**config.mk**
```make
export PLATFORM = sky130hd
export DESIGN_NAME = uart_rx_fifo_flat
export DESIGN_NICKNAME = d
export VERILOG_FILES = /design/src/rtl/uart_rx_fifo_pkg.sv /design/src/rtl/uart_rx_fifo_if.sv /design/src/rtl/uart_byte_fifo.sv /design/src/rtl/uart_rx_fifo.sv /design/src/flat_wrapper.sv
export SDC_FILE = /design/constraint.sdc
export NUM_CORES = 1
export LEC_CHECK = 0
export CAP_MARGIN = 10
export CORE_MARGIN = 2
export CORE_UTILIZATION = 63
export DETAILED_ROUTE_END_ITERATION = 10
export PLACE_DENSITY_LB_ADDON = 0.08
export SKIP_LAST_GASP = 1
export SLEW_MARGIN = 20
export SYNTH_ARGS = -nofsm -noshare
export SYNTH_HDL_FRONTEND = slang
export SYNTH_SLANG_ARGS = --single-unit
```
**constraint.sdc**
```tcl
create_clock -name clk -period 7.4 [get_ports clk]
set_input_delay 1.48 -clock clk [delete_from_list [all_inputs] [get_ports clk]]
set_output_delay 1.48 -clock clk [all_outputs]
set_load 0.01 [all_outputs]
```
**src/rtl/uart_rx_fifo_pkg.sv**
```systemverilog
// Shared constants and drain FSM encoding
// for the UART receive buffer.
package uart_rx_fifo_pkg;

  localparam logic [15:0] EMPTY_WORD = 16'h8000;
  localparam int EMPTY_BIT = 15;
  localparam int OVERRUN_BIT = 14;

  typedef enum logic [1:0] {
    IDLE,
    ACK,
    SETTLE
  } drain_state_t;

endpackage

```
**src/rtl/uart_rx_fifo_if.sv**
```systemverilog
// Receiver-side and CPU-side signals of
// the UART receive buffer.
interface uart_rx_fifo_if #(
  parameter int DEPTH = 16
);
  localparam int AW = $clog2(DEPTH);

  logic [15:0] rx_word;
  logic        rx_clear;
  logic        load;
  logic [15:0] out;
  logic [AW:0] count;

  modport slave (
    input  rx_word,
    input  load,
    output rx_clear,
    output out,
    output count
  );

  modport master (
    output rx_word,
    output load,
    input  rx_clear,
    input  out,
    input  count
  );
endinterface

```
**src/rtl/uart_byte_fifo.sv**
```systemverilog
// DEPTH x 8 FIFO with separate occupancy
// counter; push while full needs a pop.
module uart_byte_fifo #(
  parameter int DEPTH = 16,
  localparam int AW = $clog2(DEPTH)
) (
  input  logic        clk,
  input  logic        reset,
  input  logic        i_push,
  input  logic [7:0]  i_data,
  input  logic        i_pop,
  output logic        o_full,
  output logic        o_empty,
  output logic [7:0]  o_head,
  output logic [AW:0] o_count
);
  localparam logic [AW:0] FULL_CNT =
    (AW+1)'(DEPTH);

  logic [7:0]    r_mem [DEPTH];
  logic [AW-1:0] r_wr_ptr;
  logic [AW-1:0] r_rd_ptr;
  logic [AW:0]   r_count;
  logic          w_do_push;
  logic          w_do_pop;

  assign o_full  = (r_count == FULL_CNT);
  assign o_empty = (r_count == '0);
  assign o_head  = r_mem[r_rd_ptr];
  assign o_count = r_count;

  assign w_do_pop  = i_pop & ~o_empty;
  assign w_do_push = i_push &
    (~o_full | w_do_pop);

  always_ff @(posedge clk) begin
    if (w_do_push)
      r_mem[r_wr_ptr] <= i_data;
  end

  always_ff @(posedge clk or posedge reset) begin
    if (reset) begin
      r_wr_ptr <= '0;
      r_rd_ptr <= '0;
      r_count  <= '0;
    end else begin
      if (w_do_push)
        r_wr_ptr <= r_wr_ptr + 1'b1;
      if (w_do_pop)
        r_rd_ptr <= r_rd_ptr + 1'b1;
      if (w_do_push && !w_do_pop)
        r_count <= r_count + 1'b1;
      else if (w_do_pop && !w_do_push)
        r_count <= r_count - 1'b1;
    end
  end

endmodule

```
**src/rtl/uart_rx_fifo.sv**
```systemverilog
// UART receive buffer. The rx_clear pulse aborts any reception in
// progress; senders must idle at least one bit time after each stop bit.
module uart_rx_fifo
  import uart_rx_fifo_pkg::*;
#(
  parameter int DEPTH = 16,
  localparam int AW = $clog2(DEPTH)
) (
  input logic clk,
  input logic reset,
  uart_rx_fifo_if.slave bus
);
  drain_state_t r_state;
  drain_state_t w_state_nxt;
  logic         w_capture;
  logic         r_rx_clear;
  logic         r_overrun;
  logic         w_full;
  logic         w_empty;
  logic [7:0]   w_head;
  logic [AW:0]  w_count;
  logic         w_pop_ok;
  logic         w_drop;
  logic [15:0]  w_out;
  logic         w_unused_bits;

  assign w_unused_bits = ^bus.rx_word[14:8];

  uart_byte_fifo #(
    .DEPTH(DEPTH)
  ) u_fifo (
    .clk     (clk),
    .reset   (reset),
    .i_push  (w_capture),
    .i_data  (bus.rx_word[7:0]),
    .i_pop   (bus.load),
    .o_full  (w_full),
    .o_empty (w_empty),
    .o_head  (w_head),
    .o_count (w_count)
  );

  // Receiver output is ignored for two cycles
  // after capture while its clear takes effect.
  always_comb begin
    w_state_nxt = r_state;
    w_capture   = 1'b0;
    unique case (r_state)
      IDLE: begin
        if (!bus.rx_word[EMPTY_BIT]) begin
          w_capture   = 1'b1;
          w_state_nxt = ACK;
        end
      end
      ACK:     w_state_nxt = SETTLE;
      SETTLE:  w_state_nxt = IDLE;
      default: w_state_nxt = IDLE;
    endcase
  end

  assign w_pop_ok = bus.load & ~w_empty;
  assign w_drop   = w_capture & w_full &
    ~bus.load;

  always_ff @(posedge clk or posedge reset) begin
    if (reset) begin
      r_state    <= IDLE;
      r_rx_clear <= 1'b0;
      r_overrun  <= 1'b0;
    end else begin
      r_state    <= w_state_nxt;
      r_rx_clear <= w_capture;
      if (w_drop)
        r_overrun <= 1'b1;
      else if (w_pop_ok)
        r_overrun <= 1'b0;
    end
  end

  always_comb begin
    w_out = w_empty ? EMPTY_WORD : 16'h0000;
    w_out[OVERRUN_BIT] = r_overrun;
    w_out[7:0] = w_empty ? 8'h00 : w_head;
  end

  assign bus.out      = w_out;
  assign bus.count    = w_count;
  assign bus.rx_clear = r_rx_clear;

endmodule

```
**src/flat_wrapper.sv**
```systemverilog
// flat-port wrapper written by rule: the top's interface ports become plain ports
module uart_rx_fifo_flat import uart_rx_fifo_pkg::*;
#(
  parameter int DEPTH = 16,
  localparam int AW = $clog2(DEPTH)
)
  (clk, reset, bus_rx_word, bus_load, bus_rx_clear, bus_out, bus_count);
  uart_rx_fifo_if #(.DEPTH(DEPTH)) bus_i ();
  input logic clk;
  input logic reset;
  input wire logic [$bits(bus_i.rx_word)-1:0] bus_rx_word;
  input wire logic [$bits(bus_i.load)-1:0] bus_load;
  output wire logic [$bits(bus_i.rx_clear)-1:0] bus_rx_clear;
  output wire logic [$bits(bus_i.out)-1:0] bus_out;
  output wire logic [$bits(bus_i.count)-1:0] bus_count;
  assign bus_i.rx_word = bus_rx_word;
  assign bus_i.load = bus_load;
  assign bus_rx_clear = bus_i.rx_clear;
  assign bus_out = bus_i.out;
  assign bus_count = bus_i.count;
  uart_rx_fifo #(.DEPTH(DEPTH)) u_core (.clk(clk), .reset(reset), .bus(bus_i));
endmodule
```
==> impl_metrics.py <==
metrics = {
    "power": {
        "leakagePower_nw": 2.33,
        "p_seq_share_pct": 41.5,
        "p_switching_uw": 833,
        "p_sw_share_pct": 31.1,
        "ir_worst_vdd_v": 0.000246,
        "internal_power_mw": 1.85,
        "p_total_mw": 2.68,
        "p_clk_share_pct": 30.2,
        "powerDensity_nw_per_um2": 389,
        "combPwrFrac_pct": 28.3,
    },
    "logic_synthesis": {
        "muxShareOfSynthArea_pct": 13.5,
        "synth_top_family_by_area": "multiplexers",
        "synth_fa_ha_area_share_pct": 2.21,
        "yosys.area_share.simple_pct": 4.84,
        "synthFlopType": "edfxtp_1",
        "syn_avg_cell_area_um2": 18.6,
        "synth_seq_cells": 145,
        "synth_edf_count": 128,
        "ys_types": 39,
        "mappedNetlistArea_um2": 6000,
        "async_flop_share_pct": 11.7,
        "yosysSeqAreaShare_pct": 71.2,
        "syn_inst": 323,
        "synth_compound_area_share_pct": 3.92,
        "synth_xor_area_share_pct": 1.31,
        "ys_warn_count": 0,
    },
    "sta": {
        "finalSetupViolations": 0,
        "clock_skew_ns": 0.0126,
        "worst_pin_slew_ns": 1.00,
        "max_freq_ghz": 0.211,
        "tns_ns": 0,
        "max_slew_margin_pct": 33.0,
        "slew_violations": 0,
        "final-hold-violation-count": 0,
        "rsz0062_at_grt": "false",
        "fin_crit_sh_pct": 64.0,
        "post-route-min-period_ns": 4.73,
    },
    "clocking": {
        "cts_buffer_depth": 2,
        "cts_resized": 0,
        "clk_latency_ns": 0.53,
        "cts_made_buffers": 17,
        "htree_levels": 4,
        "post_cts_buffers": 0,
        "clk_pin_slew_worst_paths_ns": 0.07,
        "root_buffer": "clkbuf_8",
        "cts_tree": "done",
        "cts_sinks": 145,
        "hold_buffers": 0,
    },
    "placement": {
        "gp_congestion": 0.771,
        "io_buffers": 27,
        "hpwl_um": 6530,
    },
    "drt": {
        "drc": 0,
        "ant_nets": 0,
        "dr.pass1.iters": 4,
        "avgRoutedWirePerCell_um": 21.7,
        "viasPerCell": 5.96,
        "initialDrtViolationCount": 217,
        "vias": 2944,
        "finalWirelength_um": 10700,
    },
    "worst_hold_path": {
        "worstHoldPathType": "flop to flop",
    },
    "die": {
        "core-area_um2": 9240,
        "die_h_um": 102,
        "io-pin-count": 41,
        "initial_core_util_pct": 64.9,
        "die-area_um2": 10300,
        "die_x_um": 102,
        "placement_rows": 35,
    },
    "status": {
        "status": "finished clean",
    },
    "worst_setup_path": {
        "critical_path_required_ns": 5.92,
        "path_class": "flop to output pin",
        "end_kind": "output pin",
        "cp_max_fo": 35,
        "critPathArrivalTime_ns": 3.25,
        "setup.worst_path.start_class": "flop",
    },
    "global_routing": {
        "grt_usage_pct": 23.0,
        "grt_pass1_wl_um": 16600,
        "grt_max_degree": 36,
        "antenna_found_initial": 0,
        "grt_pass1_vias": 3040,
        "grt.overflow.total": 0,
    },
    "cells_and_area": {
        "drive_above_1_share_pct": 20.3,
        "final.fill_count": 542,
        "final_nets": 381,
        "seq_area_um2": 4270,
        "multi_input_comb_area_um2": 1570,
        "diodes": 0,
        "syn_to_final_growth_pct": 14.8,
    },
    "run": {
        "max_cap_violations": 0,
    },
}
## sequential cells by signal, summed over array words and instances (netlist names)
signal	count
u_core.u_fifo.r_rd_ptr	4
u_core.u_fifo.r_wr_ptr	4
u_core.u_fifo.o_count	5
u_core.bus.rx_clear	1
u_core.r_state	2
u_core.r_overrun	1
u_core.u_fifo.r_mem	128
## power by group through the flow
stage | Combinational, mW | Clock [mW] | Sequential [mW]
floorplan | 0.600 | 0 | 1.03
CTS | 0.768 | 0.817 | 1.11
finish | 0.757 | 0.809 | 1.11
global placement | 0.748 | 0 | 1.12
detailed placement | 0.765 | 0 | 1.13
global route | 0.827 | 0.846 | 1.13
## worst paths after layout
check,startpoint,endpoint,slack [ns],cells past startpoint
min in group asynchronous,reset,u_core.u_fifo.r_wr_ptr[1],1.33,2
hold / removal,u_core.r_state[1],u_core.bus.rx_clear,0.46,1
max in group asynchronous,reset,u_core.u_fifo.r_rd_ptr[1],5.62,2
setup reg to reg,u_core.u_fifo.o_count[0],u_core.u_fifo.o_count[4],4.28,10
setup / recovery,u_core.u_fifo.r_rd_ptr[1],bus_out[1],2.67,5
hold reg to reg,u_core.r_state[1],u_core.bus.rx_clear,0.46,1
## layout make-up
type	instances	area share, %
flip-flops and latches	145	62.0
multi-input cells	150	22.8
clock buffers	17	6.02
repair buffers	29	4.14
well taps	129	2.34
clock inverters	15	2.14
inverters	9	0.491
## cell usage in the layout (no fill, tap or decap), drive strengths merged, types with 9 or more instances in the layout
cell type      instances
ha                     9
a211oi                16
clkbuf                17
nor2                   9
dfrtp                 17
edfxtp               128
inv                   18
nor2b                 11
mux4                  32
clkdlybuf4s50         27
## synthesized netlist by cell type, drive strengths merged (2+ instances only)
cell,number,share of area (%)
nand2,7,0.44
xor2,4,0.58
nor2,9,0.61
mux2i,8,1.3
ha,9,1.9
nand3,5,0.42
clkbuf,4,0.25
inv,9,0.56
nor2b,11,1.1
nor3,3,0.25
mux4,32,12
and3,4,0.42
o211ai,3,0.38
and2,8,0.83
o21ai,6,0.50
dfrtp,17,7.1
xnor2,5,0.73
edfxtp,128,64
a21oi,2,0.17
buf,20,2.1
a211oi,16,2.0
## kinds of logic (layout without fill, tap and decap cells)
kind of cell | after synthesis | count (layout)
buffers and inverters | 33 | 70
DFF | 145 | 145
other | 1 | 6
xor gates and xnor gates | 9 | 9
AOI/OAI and AO/OA | 32 | 32
muxes | 41 | 41
adders and majority gates | 10 | 10
and+or+nand+nor | 52 | 52
## layer usage
metal,vias up,routed length [um],track usage [%]
met3,13,418,5.80
met4,0,133,7.69
li1,1323,-,-
met5,-,0,0
met1,1525,4600,30.0
met2,83,5560,38.4
## through the flow
step                cell area (um^2)  hold slack [ns]  instances  setup WS, ns  util [%]
floorplan                       6010            0.423        328          3.87         -
global placement                6320            0.433        462          3.04      68.4
detailed placement              6320            0.446        462          3.00      68.4
CTS                             6880            0.459        494          2.59      74.5
global route                    6880            0.486        494          2.45      74.5
finish                          6880            0.456        494          2.67      74.5
## critical path: stages (launching register included)
cell	delay [ns]
dfrtp_2	1.03
mux4_2	0.60
nor2b_1	0.15
a211oi_1	0.29
a211oi_1	0.12
clkdlybuf4s50_1	0.53
No activity file was read; power rests on OpenSTA's default activity.
